===== config.mk =====
export PLATFORM = sky130hd
export DESIGN_NAME = instr_assembler
export DESIGN_NICKNAME = d
export VERILOG_FILES = /design/src/rtl/instr_assembler.sv
export SDC_FILE = /design/constraint.sdc
export NUM_CORES = 1
export LEC_CHECK = 0
export CAP_MARGIN = 20
export CORE_MARGIN = 2
export CORE_UTILIZATION = 55
export DETAILED_ROUTE_END_ITERATION = 10
export HOLD_SLACK_MARGIN = 0.1
export PLACE_DENSITY = 0.75
export SYNTH_ARGS = -nofsm -noshare
export SYNTH_HDL_FRONTEND = slang
export SYNTH_SLANG_ARGS = --single-unit
export TNS_END_PERCENT = 20

===== constraint.sdc =====
create_clock -name clk -period 3.6 [get_ports clk]
set_input_delay 0.54 -clock clk [delete_from_list [all_inputs] [get_ports clk]]
set_output_delay 0.54 -clock clk [all_outputs]
set_load 0.1 [all_outputs]

===== src/rtl/instr_assembler.sv =====
// Packs a host byte stream into big-endian 32-bit instruction words and
// queues them in a small FIFO for the control unit's ready/ack handshake.
module instr_assembler #(
  parameter int FIFO_DEPTH     = 4,
  parameter int TIMEOUT_CYCLES = 50000
) (
  input  logic                          clk,
  input  logic                          reset,
  input  logic                          rx_valid,
  input  logic [7:0]                    rx_data,
  output logic                          instr_ready,
  input  logic                          instr_ack,
  output logic [31:0]                   instr_in,
  output logic [$clog2(FIFO_DEPTH):0]   fifo_count,
  output logic                          overflow,
  output logic                          timeout_drop,
  output logic                          ack_error,
  input  logic                          clear_flags
);

  localparam int PTR_W = $clog2(FIFO_DEPTH);
  localparam int CNT_W = PTR_W + 1;
  localparam int TMR_W = $clog2(TIMEOUT_CYCLES);

  localparam logic [0:0] EMPTY_WORD = 1'b0;
  localparam logic [0:0] COLLECT    = 1'b1;

  localparam logic [TMR_W-1:0] TMR_LAST = TMR_W'(TIMEOUT_CYCLES - 1);
  localparam logic [TMR_W-1:0] TMR_MAX  = '1;
  localparam logic [CNT_W-1:0] CNT_FULL = CNT_W'(FIFO_DEPTH);

  logic [0:0]       state_reg, state_next;
  logic [1:0]       byte_cnt_reg, byte_cnt_next;
  logic [23:0]      shift_reg, shift_next;
  logic [TMR_W-1:0] timer_reg, timer_next;
  logic             timeout_reg, timeout_next;
  logic             push_req;
  logic [31:0]      push_word;

  logic [31:0]      mem [FIFO_DEPTH];
  logic [PTR_W-1:0] wr_ptr_reg, rd_ptr_reg;
  logic [CNT_W-1:0] count_reg, count_next;
  logic             overflow_reg, ack_error_reg;
  logic             fifo_empty, fifo_full, push, pop;

  // Only the first three bytes are held; the fourth goes straight into the FIFO.
  always_comb begin
    state_next    = state_reg;
    byte_cnt_next = byte_cnt_reg;
    shift_next    = shift_reg;
    timer_next    = timer_reg;
    timeout_next  = 1'b0;
    push_req      = 1'b0;
    push_word     = {shift_reg, rx_data};
    case (state_reg)
      EMPTY_WORD: begin
        if (rx_valid) begin
          shift_next    = {16'h0000, rx_data};
          byte_cnt_next = 2'd1;
          timer_next    = '0;
          state_next    = COLLECT;
        end
      end
      default: begin
        if (rx_valid) begin
          timer_next = '0;
          if (byte_cnt_reg == 2'd3) begin
            push_req      = 1'b1;
            shift_next    = '0;
            byte_cnt_next = 2'd0;
            state_next    = EMPTY_WORD;
          end else begin
            shift_next    = {shift_reg[15:0], rx_data};
            byte_cnt_next = byte_cnt_reg + 2'd1;
          end
        end else if (timer_reg == TMR_LAST) begin
          timeout_next  = 1'b1;
          shift_next    = '0;
          byte_cnt_next = 2'd0;
          timer_next    = '0;
          state_next    = EMPTY_WORD;
        end else if (timer_reg != TMR_MAX) begin
          timer_next = timer_reg + TMR_W'(1);
        end
      end
    endcase
  end

  assign fifo_empty = (count_reg == '0);
  assign fifo_full  = (count_reg == CNT_FULL);
  assign pop        = instr_ack && !fifo_empty;
  // A simultaneous pop frees the slot, so a push onto a full FIFO is still legal.
  assign push       = push_req && (!fifo_full || pop);

  always_comb begin
    count_next = count_reg;
    case ({push, pop})
      2'b10:   count_next = count_reg + CNT_W'(1);
      2'b01:   count_next = count_reg - CNT_W'(1);
      default: count_next = count_reg;
    endcase
  end

  always_ff @(posedge clk) begin
    if (push) begin
      mem[wr_ptr_reg] <= push_word;
    end
  end

  always_ff @(posedge clk or posedge reset) begin
    if (reset) begin
      state_reg     <= EMPTY_WORD;
      byte_cnt_reg  <= 2'd0;
      shift_reg     <= '0;
      timer_reg     <= '0;
      timeout_reg   <= 1'b0;
      wr_ptr_reg    <= '0;
      rd_ptr_reg    <= '0;
      count_reg     <= '0;
      overflow_reg  <= 1'b0;
      ack_error_reg <= 1'b0;
    end else begin
      state_reg    <= state_next;
      byte_cnt_reg <= byte_cnt_next;
      shift_reg    <= shift_next;
      timer_reg    <= timer_next;
      timeout_reg  <= timeout_next;
      count_reg    <= count_next;
      if (push) begin
        wr_ptr_reg <= wr_ptr_reg + PTR_W'(1);
      end
      if (pop) begin
        rd_ptr_reg <= rd_ptr_reg + PTR_W'(1);
      end
      // A new set condition takes priority over clear_flags.
      if (push_req && fifo_full && !pop) begin
        overflow_reg <= 1'b1;
      end else if (clear_flags) begin
        overflow_reg <= 1'b0;
      end
      if (instr_ack && fifo_empty) begin
        ack_error_reg <= 1'b1;
      end else if (clear_flags) begin
        ack_error_reg <= 1'b0;
      end
    end
  end

  assign instr_ready  = !fifo_empty;
  assign instr_in     = fifo_empty ? 32'h0 : mem[rd_ptr_reg];
  assign fifo_count   = count_reg;
  assign overflow     = overflow_reg;
  assign timeout_drop = timeout_reg;
  assign ack_error    = ack_error_reg;

endmodule


==> reports/results.ini <==
[outcome]
status=finished clean

[cells_and_area]
drive_gt1_share_pct=22.68
nFillCells=923
nets=545
most-common-layout-cells=128 x edfxtp_1, 52 x dfrtp_1, 45 x buf_4
largest_reg_flops=128
diodes=0
synthToLayoutAreaGrowth_pct=16.62
layout_commonest_cell=edfxtp_1

[global_route]
track_usage_pct=20.30
grt_pass1_vias=4142
grt_pass1_wl_um=22310
grt_max_degree=33
overflow=0
antenna_found_initial=0

[routing]
first_pass_iters=5
ant_nets=0
totalWireLength_um=13670
drtIter0Drc=359
wl_per_cell_um=19.15
drt_drc_violations_left=0
via_per_inst=5.857
vias=4182

[logic_synthesis]
ys_ff_latch=181
synth_fp_nets=486
synthDistinctLibCells=57
mappedNetlistArea_mm2=0.007512
synth_edf_count=128
synth.area.top_cells=edfxtp_1 51%, dfrtp_1 18%, mux4_2 9.6%
synthCells=466
syn_avg_cell_area_um2=16.12
ys_warn_count=0
yosysTopAreaCell=edfxtp_1
synth_ff_type=edfxtp_1
synth_async_sr_flop_share_pct=29.28
synth_top_area_share_pct=51.17
seq_area_frac_synth_pct=68.82

[die]
pin_count=52
core_area_mm2=0.01330
start_util_pct=56.50
std_cell_rows=42
dieWidth_um=120.9
die_h_um=120.9
die-area_mm2=0.01461

[setup_path]
rrSetupSlack_ns=1.03
r2r-start=state_reg$_DFF_PP0_
critPathMaxFanout=18
cp_slowest_cell=dfrtp_2
slowest_delay_ns=0.76
r2r_cells=4
startpoint=rd_ptr_reg[0]$_DFFE_PP0P_
worst-setup-path-type=flop to primary output
crit_path_end_kind=primary output
required_ns=3.06
cp.arrival_ns=2.41
crit_chain=buf_12, mux4_2, and2_1, buf_4
start_kind=flop
r2r_end=mem[1][0]$_DFFE_PP_

[sta]
period_minus_slack_ns=2.953
finalSetupViolCount=0
hold_viol_final=0
grt_setup_unrepaired=no
fin_skew_ns=0.01110
slew_headroom_pct=34.91
slew_viol_final=0
tightest_slew_ns=0.9733
min_period_over_period_pct=82.02
tns_ns=0
fmax_mhz=338.7

[job]
cap_viol_max_count=0

[place]
dp_hpwl_um=8348
port_buffers=51
place.gp.congestion=0.8496

[cts]
cts_hold_buf=0
htree_levels=4
clk-insertion-delay-late_ns=0.43
cts_tree=done
cts_setup_buffers=0
clk_pin_slew_ns=0.06
cts_sinks=181
numCtsBuffers=17
cts_resized=0
ctsLongestPathBuffers=2
cts_root_buf=clkbuf_16

[worst_hold_path]
hp-start=byte_cnt_reg[1]$_DFFE_PP0P_
min_path_type=flop to flop
worstHoldEndpoint=byte_cnt_reg[1]$_DFFE_PP0P_
hold_depth=1

[through the flow]
| step | worst slack, ns | util (%) | cells | cell area (µm²) | hold slack, ns |
|---|---|---|---|---|---|
| CTS | 0.5810 | 65.90 | 714 | 8761 | 0.5194 |
| global placement | 0.8388 | 61.41 | 682 | 8164 | 0.4970 |
| finish | 0.6473 | 65.90 | 714 | 8761 | 0.5168 |
| global route | 0.4919 | 65.90 | 714 | 8761 | 0.5513 |
| floorplan | 0.2371 | - | 466 | 7513 | 0.4763 |
| detailed placement | 0.7664 | 61.41 | 682 | 8164 | 0.5049 |
[final cells by class]
| class | count | area (µm²) | share of cell area (%) |
|---|---|---|---|
| sequential | 181 | 5171 | 59.03 |
| multi-input combinational | 236 | 2141 | 24.44 |
| timing repair buffer | 64 | 538.0 | 6.141 |
| clock buffer | 20 | 456.7 | 5.213 |
| tap | 176 | 220.2 | 2.514 |
| clock inverter | 12 | 140.1 | 1.600 |
| inverter | 25 | 93.84 | 1.071 |
[routing by layer]
layer | global-route usage (%) | routed length (µm) | share of wire [%]
met5 | 0 | 0 | 0
met4 | 7.631 | 159 | 1.2
met3 | 3.665 | 672 | 4.9
met2 | 31.36 | 6724 | 49
met1 | 29.31 | 6114 | 45
[synthesized netlist by cell type, types with 2 or more instances]
master	count
o31a_1	2
buf_2	8
and2_1	36
or4_4	2
o21ai_0	7
buf_4	2
or4_1	3
edfxtp_1	128
nand2_1	21
o31ai_1	3
nand4_1	4
nor3_1	8
clkbuf_1	14
a41o_1	2
inv_1	25
o211ai_1	3
ha_1	6
nand3_1	11
or3_1	7
nand4b_1	2
a31oi_1	5
a21oi_1	8
nor2_1	7
nor4_1	2
a22o_1	17
dfrtp_1	53
mux4_2	32
nor2b_1	4
and3_1	4
xnor2_1	5
mux2i_1	8
o41ai_1	2
[worst max-delay path: cells and delay by family, from the launching register on]
family | cells | cell delay [ns]
buffers and inverters | 2 | 0.49
flip-flops | 1 | 0.76
AND/OR/NAND/NOR | 1 | 0.17
multiplexers | 1 | 0.54
[how the worst max path moves through the flow]
stage                                      to  slack, ns
floorplan           fifo_count[2]$_DFFE_PP0P_       0.24
global route                     instr_in[17]       0.49
finish                           instr_in[23]       0.65
global placement          mem[1][4]$_DFFE_PP_       0.84
CTS                              instr_in[23]       0.58
detailed placement        mem[1][7]$_DFFE_PP_       0.77
[kinds of logic (layout without fill, tap and decap cells)]
kind of cell             Yosys count  in the layout  share of synthesized area [%]
adder cells (fa/ha/maj)            7              7                          1.266
buffers and inverters             49            121                          2.682
multiplexers                      41             41                          10.81
AO/OA/AOI/OAI                     64             64                          6.463
AND/OR/NAND/NOR                  119            119                          9.377
flip-flops                       181            181                          68.82
XOR/XNOR                           5              5                         0.5829
Power is not shown: default switching activity piles up to over one toggle a cycle in this logic, so the estimate is an artifact.
